### src/rtl/mio_pkg.sv
// Shared types and constants for the MCtrl memory/IO bridge.
package mio_pkg;

  typedef enum logic [1:0] {
    StIdle    = 2'd0,
    StRamWait = 2'd1,
    StIoWait  = 2'd2,
    StDone    = 2'd3
  } state_e;

  // Upper address nibble that routes an access to the peripheral bus.
  localparam logic [3:0]  IO_REGION    = 4'hF;
  // Read data returned when an IO access is abandoned.
  localparam logic [31:0] BUS_ERR_DATA = 32'hDEADBEEF;

endpackage

### src/rtl/mio_wait_cnt.sv
// Loadable down-counter with zero flag; saturates at zero.
module mio_wait_cnt
  import mio_pkg::*;
#(
  parameter int unsigned Width = 4
) (
  input  logic             clk_i,
  input  logic             rst_ni,
  input  logic             load_i,
  input  logic [Width-1:0] load_val_i,
  input  logic             dec_i,
  output logic             zero_o
);

  logic [Width-1:0] cnt_q, cnt_d;

  // Load takes priority over decrement.
  always_comb begin
    cnt_d = cnt_q;
    if (load_i) begin
      cnt_d = load_val_i;
    end else if (dec_i && (cnt_q != '0)) begin
      cnt_d = cnt_q - 1'b1;
    end
  end

  // Counter register.
  always_ff @(posedge clk_i or negedge rst_ni) begin
    if (!rst_ni) begin
      cnt_q <= '0;
    end else begin
      cnt_q <= cnt_d;
    end
  end

  assign zero_o = (cnt_q == '0);

endmodule

### src/rtl/mio_bridge.sv
// Memory/IO bridge between the multi-cycle controller and RAM / peripheral bus.
// Optional IO timeout is enabled by defining MIO_TIMEOUT_EN.
module mio_bridge
  import mio_pkg::*;
#(
  parameter int unsigned WAIT_RAM = 1,
  parameter int unsigned RAM_AW   = 10,
  parameter int unsigned TIMEOUT  = 16
) (
  input  logic              clk,
  input  logic              reset,
  input  logic              MemRead,
  input  logic              MemWrite,
  input  logic              CPU_MIO,
  input  logic              IRWrite,
  input  logic [31:0]       addr,
  input  logic [31:0]       wdata,
  output logic              MIO_ready,
  output logic [31:0]       rdata,
  output logic [31:0]       Inst_out,
  output logic              ram_en,
  output logic              ram_we,
  output logic [RAM_AW-1:0] ram_addr,
  output logic [31:0]       ram_wdata,
  input  logic [31:0]       ram_dout,
  output logic              io_rd,
  output logic              io_wr,
  output logic [31:0]       io_addr,
  output logic [31:0]       io_wdata,
  input  logic [31:0]       io_rdata,
  input  logic              io_ack,
  output logic              bus_err,
  output logic [1:0]        state_out
);

  localparam int unsigned CntMax = (TIMEOUT > WAIT_RAM) ? TIMEOUT : WAIT_RAM;
  localparam int unsigned CntW   = $clog2(CntMax + 1);

  state_e      state_q, state_d;
  logic [31:0] addr_q, addr_d, wdata_q, wdata_d;
  logic [31:0] rdata_q, rdata_d, inst_q, inst_d;
  logic        we_q, we_d;
  logic        ram_en_q, ram_en_d, ram_we_q, ram_we_d;
  logic        io_rd_q, io_rd_d, io_wr_q, io_wr_d;
  logic        cnt_load, cnt_dec, cnt_zero;
  logic [CntW-1:0] cnt_val;
  logic        req, is_io;
`ifdef MIO_TIMEOUT_EN
  logic        bus_err_q, bus_err_d;
`endif

  assign req   = CPU_MIO & (MemRead | MemWrite);
  assign is_io = (addr[31:28] == IO_REGION);

  mio_wait_cnt #(
    .Width (CntW)
  ) u_wait_cnt (
    .clk_i      (clk),
    .rst_ni     (reset),
    .load_i     (cnt_load),
    .load_val_i (cnt_val),
    .dec_i      (cnt_dec),
    .zero_o     (cnt_zero)
  );

  // Next-state, latched request and registered strobe decode.
  always_comb begin
    state_d  = state_q;
    addr_d   = addr_q;
    wdata_d  = wdata_q;
    we_d     = we_q;
    rdata_d  = rdata_q;
    inst_d   = inst_q;
    ram_en_d = 1'b0;
    ram_we_d = 1'b0;
    io_rd_d  = 1'b0;
    io_wr_d  = 1'b0;
    cnt_load = 1'b0;
    cnt_dec  = 1'b0;
    cnt_val  = CntW'(WAIT_RAM);
`ifdef MIO_TIMEOUT_EN
    bus_err_d = 1'b0;
`endif
    unique case (state_q)
      StIdle: begin
        if (req) begin
          addr_d  = addr;
          wdata_d = wdata;
          we_d    = MemWrite;  // write wins when both are requested
          if (is_io) begin
            state_d = StIoWait;
            io_rd_d = !MemWrite;
            io_wr_d = MemWrite;
`ifdef MIO_TIMEOUT_EN
            // Zero is reached in the TIMEOUT-th IO_WAIT cycle.
            cnt_load = 1'b1;
            cnt_val  = CntW'(TIMEOUT - 1);
`endif
          end else begin
            state_d  = StRamWait;
            ram_en_d = 1'b1;
            ram_we_d = MemWrite;
            cnt_load = 1'b1;
          end
        end
      end
      StRamWait: begin
        cnt_dec = 1'b1;
        if (cnt_zero) begin
          state_d = StDone;
          if (!we_q) rdata_d = ram_dout;
        end
      end
      StIoWait: begin
        io_rd_d = !we_q;
        io_wr_d = we_q;
`ifdef MIO_TIMEOUT_EN
        cnt_dec = 1'b1;
`endif
        if (io_ack) begin
          state_d = StDone;
          io_rd_d = 1'b0;
          io_wr_d = 1'b0;
          if (!we_q) rdata_d = io_rdata;
        end
`ifdef MIO_TIMEOUT_EN
        else if (cnt_zero) begin
          state_d   = StDone;
          io_rd_d   = 1'b0;
          io_wr_d   = 1'b0;
          rdata_d   = BUS_ERR_DATA;
          bus_err_d = 1'b1;
        end
`endif
      end
      StDone: begin
        state_d = StIdle;
        if (IRWrite) inst_d = rdata_q;
      end
      default: state_d = StIdle;
    endcase
  end

  // State, data and strobe registers.
  always_ff @(posedge clk or negedge reset) begin
    if (!reset) begin
      state_q  <= StIdle;
      addr_q   <= '0;
      wdata_q  <= '0;
      we_q     <= 1'b0;
      rdata_q  <= '0;
      inst_q   <= '0;
      ram_en_q <= 1'b0;
      ram_we_q <= 1'b0;
      io_rd_q  <= 1'b0;
      io_wr_q  <= 1'b0;
    end else begin
      state_q  <= state_d;
      addr_q   <= addr_d;
      wdata_q  <= wdata_d;
      we_q     <= we_d;
      rdata_q  <= rdata_d;
      inst_q   <= inst_d;
      ram_en_q <= ram_en_d;
      ram_we_q <= ram_we_d;
      io_rd_q  <= io_rd_d;
      io_wr_q  <= io_wr_d;
    end
  end

`ifdef MIO_TIMEOUT_EN
  // One-cycle error flag aligned with the DONE cycle of a timed-out access.
  always_ff @(posedge clk or negedge reset) begin
    if (!reset) begin
      bus_err_q <= 1'b0;
    end else begin
      bus_err_q <= bus_err_d;
    end
  end
  assign bus_err = bus_err_q;
`else
  assign bus_err = 1'b0;
`endif

  // Ready is the only combinational output; forced high during reset.
  assign MIO_ready = !reset | (state_q == StDone) | ((state_q == StIdle) & !req);

  assign rdata     = rdata_q;
  assign Inst_out  = inst_q;
  assign ram_en    = ram_en_q;
  assign ram_we    = ram_we_q;
  assign ram_addr  = addr_q[RAM_AW+1:2];
  assign ram_wdata = wdata_q;
  assign io_rd     = io_rd_q;
  assign io_wr     = io_wr_q;
  assign io_addr   = addr_q;
  assign io_wdata  = wdata_q;
  assign state_out = state_q;

endmodule

### config.mk
export PLATFORM = sky130hd
export DESIGN_NAME = mio_bridge
export DESIGN_NICKNAME = d
export VERILOG_FILES = /design/src/rtl/mio_pkg.sv /design/src/rtl/mio_wait_cnt.sv /design/src/rtl/mio_bridge.sv
export SDC_FILE = /design/constraint.sdc
export NUM_CORES = 1
export LEC_CHECK = 0
export ABC_CLOCK_PERIOD_IN_PS = 2500
export CAP_MARGIN = 5
export CORE_AREA = 2 2 128 130
export DETAILED_ROUTE_END_ITERATION = 6
export DIE_AREA = 0 0 130 132
export PLACE_DENSITY = 0.84
export SLEW_MARGIN = 20
export SYNTH_ARGS = -nofsm -noshare
export SYNTH_HDL_FRONTEND = slang
export SYNTH_HIERARCHICAL = 1
export SYNTH_SLANG_ARGS = --single-unit
### constraint.sdc
create_clock -name clk -period 2.5 [get_ports clk]
set_input_delay 0.5 -clock clk [delete_from_list [all_inputs] [get_ports clk]]
set_output_delay 0.5 -clock clk [all_outputs]
set_load 0.03 [all_outputs]
Yosys cells after proc, flatten, opt, wreduce, memory -nomap -nowiden
Index checks and enable logic that the tools add are counted.
- bits in registers: 140
- input port bits: 135
- output and inout port bits: 178
- word-level logic and storage cells: 67
- add/subtract/negate cells: 1
- eq/ne operators: 9
- multiplexer cells: 27
- bitwise gates (word level): 5
- reductions and logical operators: 14
- operator list (cell ; number):
    $mux 32 ; 4
    $pmux 32 s2 ; 1
    $mux 1 ; 13
    $mux 5 ; 2
    $ne 2x2->1 const B ; 5
    $mux 2 ; 4
    $pmux 2 s4 ; 1
    $logic_not 5->1 ; 1
    $reduce_and 5->1 ; 1
    $reduce_bool 5->1 ; 1
    $sub 5x1->5 const B ; 1
    $eq 2x2->1 const B ; 2
    $eq 4x4->1 const B ; 1
    $logic_not 1->1 ; 4
    $pmux 1 s2 ; 2
    $reduce_and 2->1 ; 2
    $reduce_bool 2->1 ; 2
    $or 1x1->1 ; 3
    $reduce_and 3->1 ; 1
    $and 1x1->1 ; 2
    $eq 2x1->1 const B ; 1
    $logic_not 2->1 ; 1
    $logic_and 1x1->1 ; 1

Logic depth before layout (Yosys ltp)
Gate-level depths: netlist of run 1.
- word-level depth: 5
- depth in mapped cells: 8
- gate-level depth less buffers: 7

Cells and area by module
The synthesis of run 1 kept the hierarchy.
- by module, submodules not included (module ; instances ; cells each ; area an instance (um2) ; sequential area each (um2)):
    mio_bridge ; 1 ; 522 ; 5871.9 ; 3378.2
    mio_wait_cnt ; 1 ; 32 ; 304.0 ; 125.1

Worst setup path before layout of run 1
No wires, ideal clock.
- path kind: register to register
- from: register u_wait_cnt.cnt_q[0]
- to: register rdata_q[10], in the netlist rdata[10]
- library setup time: 0.125 ns
- arrival time: 2.099 ns
- data required time: 2.375 ns
- slack: 0.276 ns
- cell stages (with the launch flop): 9
- path buffers: 1
- period minus slack after synthesis: 2.224 ns
- path through: dfrtp_1 -> inv_1 -> ha_1 -> or4b_4 -> inv_1 -> nor2b_1 -> nor4_4 -> buf_6 -> mux2_2
- word-level cells in the longest chain between the ends: 3
- ends and longest elaborated chain (element ; RTL line ; source):
    start, declared ; mio_wait_cnt.sv:15 ; logic [Width-1:0] cnt_q, cnt_d;
    start signal, assigned ; mio_wait_cnt.sv:32 ; cnt_q <= cnt_d;
    $logic_not 5->1 ; mio_wait_cnt.sv:36 ; assign zero_o = (cnt_q == '0);
    net cnt_zero ; mio_bridge.sv:45 ; logic cnt_load, cnt_dec, cnt_zero;
    $ne 2x2->1 (no source line) ; n/a ;
    $reduce_and 5->1 (no source line) ; n/a ;
    end signal, assigned ; mio_bridge.sv:162 ; rdata_q <= rdata_d;
    end, declared ; mio_bridge.sv:41 ; logic [31:0] rdata_q, rdata_d, inst_q, inst_d;
The timed path passes the listed nets, and every way through them passes these cells.
A chain may end at the register's enable or synchronous reset.

Worst setup path in the final report of run 1
- from: register u_wait_cnt.cnt_q[0]
- to: register rdata_q[25], in the netlist rdata[25]
The elaborated chain is that of the path after synthesis.

==> flow_summary_export.csv, run 1 <==
group,metric,value,unit
timing,worst-slew-pin-transition,0.8165,ns
drt,first_pass_iters,4,
floorplanning,fp.dieW,130,µm
placement,placed_area,0.009249,mm²
synth,synth.area.mux_share,0.1769,
floorplanning,pin_count,313,
synth,ys_types,39,
synth,syn_area_per_cell,11.15,µm²
grt,grt_max_degree,141,
grt,gr-total-overflow,0,
run,cap_violations,0,
timing,maxSlewHeadroom,0.4557,
grt,grt_pass1_wl,25520,µm
synth,synth-xor-area-share,0,
placement,dp_hpwl,11970,µm
cells_and_area,area_delta_synth_final,61.16,%
drt,wire_per_inst,15.61,µm
timing,drv_slew,0,
timing,hold_ws,0.1274,ns
clocking,tritoncts,"yes",
timing,setup_violations,0,
synth,yosysSeqAreaShare,0.5673,
drt,wl,16550,µm
placement,port_buffers,311,
floorplanning,die_h,132,µm
synth,netlist.area_leader.share,0.5673,
drt,antenna_left,0,
synth,yosys-top-cells-count,"nand2_1, dfrtp_1, mux2_2",
power_and_ir_drop,p_leak,4.409,nW
critical_path,crit_type,"reg -> reg",
synth,ys_seq_elements,140,
drt,route.detailed.drc,0,
synth,synth_fa_ha_area_frac,0.01013,
critical_path,cp.arrival,2.64,ns
timing,hold_violations,0,
synth,synth_top_area_cell,"dfrtp_1",
synth,syn_area,0.006176,mm²
synth,synth_cells,554,
synth,yosysWarnings,6,
synth,synthTopCellsByArea,"dfrtp_1, mux2_2, nand2_1, buf_4, ha_1",
timing,period_needed,2.349,ns
critical_path,cp-end-kind,"register",
worst_hold_path,hold_class,"in -> async",
critical_path,cp.required,2.79,ns
clocking,postCtsSetupBuffers,0,
timing,fin_setup_tns,0,ns
synth,synth_ff_type,"dfrtp_1",
floorplanning,design.die.area,0.01716,mm²
status,outcome,"completed",
critical_path,worstSetupStartpointType,"register",
clocking,post_cts_resized,0,
power_and_ir_drop,powerDensity,1539,mW/mm²
power_and_ir_drop,peakVddDrop,0.8938,mV
grt,use_met3,0.07265,
synth,synth_edf_count,0,
critical_path,crit_fanout,32,
clocking,clk_latency,0.41,ns
drt,vias_per_cell,4.563,
floorplanning,start_util,0.3931,
drt,drt_iter0_markers,209,
drt,num_vias,4837,
timing,fin_crit_sh,0.9394,
cells_and_area,drive_above_1_share,0.1744,
floorplanning,rows,46,
synth,async_reset_ff_frac,1.000,
clocking,cts_buffers,17,
grt,grt_util_met1,0.2165,
placement,place_congestion,0.7591,
synth,synth_top_family_by_area,"multiplexers",
grt,grt_pass1_vias,5033,
synth,synth_compound_area_frac,0.02391,
timing,fin_skew,0.005399,ns
clocking,cts_buffer_depth,2,
cells_and_area,final_util,0.6335,
grt,grt_usage,0.1910,
clocking,path_clk_slew,0.06,ns
cells_and_area,fin_nets,970,
clocking,root_buffer,"clkbuf_16",
synth,synthSimpleGateAreaFrac,0.1442,
clocking,h-tree-depth,4,
grt,gr-usage-met2,0.3293,
floorplanning,core,0.01571,mm²
clocking,clkSinkCount,140,
synth,post-synth-top-count-cell,"nand2_1",
grt,antenna_found_initial,0,
timing,rsz0062_at_grt,"no",
timing,fmax,0.4258,GHz
cells_and_area,design_area,0.009953,mm²
grt,grt_busiest_layer,"met2",
clocking,cts-hold-fix-buffers,0,
[final timing paths]
kind / startpoint / to / slack (ns) / cells after the start
worst max-delay path: u_wait_cnt/cnt_q[0] / rdata[25] / 0.15 / 8
worst min-delay path: reset / Inst_out[5] / 0.13 / 2
worst max register to register: u_wait_cnt/cnt_q[0] / rdata[25] / 0.15 / 8
worst min register to register: io_addr[14] / io_addr[14] / 0.47 / 2
max in group asynchronous: reset / state_out[1] / 1.70 / 2
min in group clk: io_addr[14] / io_addr[14] / 0.47 / 2
[cell families after synthesis]
| group | count (synthesis) |
|---|---|
| DFF | 140 |
| other | 2 |
| AOI/OAI and AO/OA | 20 |
| adders and majority gates | 5 |
| muxes | 97 |
| and+or+nand+nor | 216 |
| buffers and inverters | 74 |
[routing by layer]
metal | vias to the layer above | routed length, µm
met1 | 2287 | 6539
met2 | 222 | 8115
li1 | 2306 | -
met4 | 0 | 240
met3 | 22 | 1655
met5 | - | 0
[stage by stage]
step           power, mW  std cells  worst slack (ns)
6_report           15.32       1060            0.1514
5_1_grt            16.06       1059           0.02916
4_1_cts            15.48       1059            0.1092
3_5_place_dp       12.45       1027            0.1092
3_3_place_gp       12.29       1027            0.1313
2_1_floorplan      9.283        558            0.2765
[flip-flops by register name, summed over array words and instances, names as in the netlist]
name / cells
we_q: 1
io_wdata: 32
ram_we: 1
io_rd: 1
state_out: 2
Inst_out: 32
io_addr: 32
ram_en: 1
u_wait_cnt/cnt_q: 5
io_wr: 1
rdata: 32
[cells in the final DEF (no fill, tap or decap), types with 2 or more instances in the layout]
| master | count |
|---|---|
| a2bb2oi_1 | 2 |
| or3_1 | 2 |
| nand2_1 | 197 |
| nor2b_1 | 3 |
| clkbuf_16 | 17 |
| and3_1 | 2 |
| ha_1 | 5 |
| nor2_1 | 3 |
| inv_1 | 6 |
| mux2_2 | 96 |
| clkbuf_8 | 5 |
| clkinv_2 | 2 |
| buf_4 | 7 |
| clkinv_4 | 2 |
| clkdlybuf4s50_1 | 309 |
| buf_12 | 4 |
| dfrtp_1 | 140 |
| o21ai_0 | 2 |
| a21oi_1 | 5 |
| bufinv_16 | 6 |
| conb_1 | 6 |
[power breakdown]
group	switching (mW)	leakage (nW)	total (mW)	internal, mW
combinational	4.51	2.36	8.22	3.71
sequential	0.754	1.70	4.13	3.38
clock	0.965	0.346	2.97	2.01
[area by class of cell]
| type | count | area [µm²] |
|---|---|---|
| multi-input cells | 344 | 2216 |
| flip-flops and latches | 140 | 3503 |
| well taps | 216 | 270.3 |
| clock buffers | 22 | 494.2 |
| inverters | 6 | 22.52 |
| clock inverters | 10 | 207.7 |
| repair buffers | 321 | 3237 |
| fillers | 1235 | 5759 |
| diodes | 1 | 2.502 |
[critical path, cell delays in order (launching register included)]
cell,delay (ns)
dfrtp_1,0.37
inv_1,0.09
ha_1,0.18
or4b_4,0.50
inv_1,0.10
nor2b_1,0.09
nor4_4,0.26
buf_12,0.26
mux2_2,0.36
(Power assumes the default switching activity.)
==> run 2, diff against run 1 <==
--- a/config.mk
+++ b/config.mk
@@ -8,6 +8,7 @@
 export ABC_CLOCK_PERIOD_IN_PS = 2500
 export CAP_MARGIN = 5
 export CORE_AREA = 2 2 128 130
+export CTS_CLUSTER_SIZE = 24
 export DETAILED_ROUTE_END_ITERATION = 6
 export DIE_AREA = 0 0 130 132
 export PLACE_DENSITY = 0.84
==> results of run 2 <==
No change in the layout: final DEF, timing and power equal those of run 1.
==> run 3, diff against run 2 <==
--- a/config.mk
+++ b/config.mk
@@ -7,11 +7,12 @@
 export LEC_CHECK = 0
 export ABC_CLOCK_PERIOD_IN_PS = 2500
 export CAP_MARGIN = 5
-export CORE_AREA = 2 2 128 130
+export CORE_AREA = 2 2 126 128
+export CTS_BUF_LIST = sky130_fd_sc_hd__clkbuf_4
 export CTS_CLUSTER_SIZE = 24
 export DETAILED_ROUTE_END_ITERATION = 6
-export DIE_AREA = 0 0 130 132
-export PLACE_DENSITY = 0.84
+export DIE_AREA = 0 0 128 130
+export PLACE_DENSITY = 0.86
 export SLEW_MARGIN = 20
 export SYNTH_ARGS = -nofsm -noshare
 export SYNTH_HDL_FRONTEND = slang
==> constraint.sdc (replaced) <==
create_clock -name clk -period 2.5 [get_ports clk]
set_input_delay 0.25 -clock clk [delete_from_list [all_inputs] [get_ports clk]]
set_output_delay 0.25 -clock clk [all_outputs]
set_load 0.03 [all_outputs]
==> run 3 against run 2 <==
Compared with the run above:
- die area down 3.0%
- clock power down 50%
- clock-buffer cell count down 3
- first-iteration DRC count down 6.2%
- flip-flop and latch count unchanged
- wire length down 2.2%
- global-route usage down 0.26 points
- largest cell class unchanged
- clock skew up 0.014 ns
==> flow_summary_export.csv, run 3 (synthesized netlist as in run 1, its figures left out) <==
group,metric,value,unit
status,outcome,"completed",
critical_path,cp-end-kind,"register",
placement,placed_area,0.009204,mm²
critical_path,cp.arrival,2.76,ns
grt,antenna_found_initial,1,
clocking,root_buffer,"clkbuf_4",
critical_path,cp.required,2.92,ns
cells_and_area,fill_cells,1248,
timing,period_needed,2.339,ns
timing,fin_ws,0.1607,ns
grt,gr-total-overflow,0,
run,cap_violations,0,
cells_and_area,antenna_cells,0,
floorplanning,die_h,130,µm
cells_and_area,drive_above_1_share,0.1690,
floorplanning,pin_count,313,
grt,grt_busiest_layer,"met2",
grt,grt_util_met1,0.2155,
cells_and_area,final_common_cell,"clkdlybuf4s50_1",
drt,drt_iter0_markers,196,
timing,hold_violations,0,
power_and_ir_drop,p_leak,4.198,nW
drt,wl,16190,µm
timing,rsz0062_at_grt,"no",
grt,grt_max_degree,141,
clocking,h-tree-depth,4,
clocking,tritoncts,"yes",
timing,drv_slew,0,
timing,worst-slew-pin-transition,0.7930,ns
timing,fin_crit_sh,0.9357,
drt,antenna_left,0,
clocking,cts_buffer_depth,2,
cells_and_area,design_area,0.009497,mm²
placement,place_congestion,0.7461,
clocking,clkSinkCount,140,
cells_and_area,final_cell_mix,"clkdlybuf4s50_1, nand2_1, dfrtp_1",
floorplanning,fp.dieW,128,µm
drt,route.detailed.drc,0,
drt,num_vias,4859,
drt,vias_per_cell,4.708,
power_and_ir_drop,powerDensity,1452,mW/mm²
cells_and_area,area_delta_synth_final,53.77,%
drt,wire_per_inst,15.68,µm
grt,grt_pass1_wl,24470,µm
grt,grt_pass1_vias,4855,
clocking,cts_buffers,17,
worst_hold_path,hold_class,"in -> reg",
placement,dp_hpwl,11670,µm
placement,preCtsSetupSlack,0.1793,ns
timing,fin_setup_tns,0,ns
floorplanning,design.die.area,0.01664,mm²
cells_and_area,fin_nets,967,
grt,use_met3,0.07585,
placement,port_buffers,311,
power_and_ir_drop,total_power,13.79,mW
critical_path,crit_type,"reg -> reg",
timing,setup_violations,0,
floorplanning,rows,46,
floorplanning,start_util,0.4004,
critical_path,crit_fanout,32,
power_and_ir_drop,peakVddDrop,0.9739,mV
floorplanning,core,0.01542,mm²
drt,first_pass_iters,4,
clocking,postCtsSetupBuffers,0,
grt,gr-usage-met2,0.3287,
clocking,path_clk_slew,0.13,ns
critical_path,worstSetupStartpointType,"register",
timing,fmax,0.4275,GHz
timing,maxSlewHeadroom,0.4713,
grt,grt_usage,0.1884,
timing,fin_skew,0.01898,ns
clocking,clk_latency,0.52,ns
-- run 3: changes by cell type in the layout (fill, tap and decap cells not counted), moves of 3 or more --
cell	delta
buf_4	-6
bufinv_16	-4
clkbuf_16	-17
clkbuf_4	+19
clkbuf_8	-5
clkinvlp_4	+3
inv_6	+3
-- run 3: what timing repair did --
item	CTS	global route
setup endpoints to repair	1	0
hold buffers	1	0
gates resized for setup	1	0
hold endpoints to repair	140	0
-- run 3: power by group --
group | switching, mW | leakage [nW] | total (mW) | internal (mW)
clock | 0.855 | 0.150 | 1.48 | 0.622
combinational | 4.49 | 2.35 | 8.19 | 3.71
sequential | 0.763 | 1.70 | 4.12 | 3.36
total | 6.10 | 4.20 | 13.8 | 7.69
-- run 3: final cells by class --
| type | count | area [µm²] | share of cell area |
|---|---|---|---|
| sequential | 140 | 3503 | 0.3689 |
| tap | 192 | 240.2 | 0.02530 |
| inverter | 6 | 22.52 | 0.002372 |
| timing repair buffer | 318 | 3231 | 0.3402 |
| clock buffer | 19 | 142.6 | 0.01502 |
| multi-input combinational | 344 | 2216 | 0.2333 |
| clock inverter | 13 | 141.4 | 0.01489 |
-- run 3: per-layer routing --
layer	vias to the layer above	share of wire	wire, µm
li1	2308	-	-
met1	2317	0.41	6557
met2	222	0.49	7901
met3	12	0.097	1562
met4	0	0.010	163
met5	-	0	0
-- run 3: path summary, 6_finish.rpt --
kind / from / end / slack [ns] / cells after the start
min in group asynchronous: reset / Inst_out[10] / 0.39 / 3
hold / removal: wdata[19] / io_wdata[19] / 0.23 / 3
setup / recovery: u_wait_cnt/cnt_q[0] / rdata[29] / 0.16 / 8
hold reg to reg: io_addr[22] / io_addr[22] / 0.49 / 2
max in group asynchronous: reset / io_wdata[14] / 1.45 / 3
setup reg to reg: u_wait_cnt/cnt_q[0] / rdata[29] / 0.16 / 8
-- run 3: worst max-delay path: stages, from the launching register on --
cell and delay [ns]:
dfrtp_1 0.39, inv_1 0.10, ha_1 0.16, or4b_4 0.49, inv_1 0.11, nor2b_1 0.09
nor4_4 0.26, buf_12 0.25, mux2_2 0.36
-- run 3: stage by stage --
stage | hold WS, ns | utilization | instances
after floorplan | -0.04559 | - | 558
after global placement | 0.4344 | 0.5967 | 999
after detailed placement | 0.4400 | 0.5967 | 999
after CTS | 0.1758 | 0.6157 | 1032
after global routing | 0.1703 | 0.6157 | 1032
final | 0.2314 | 0.6157 | 1032
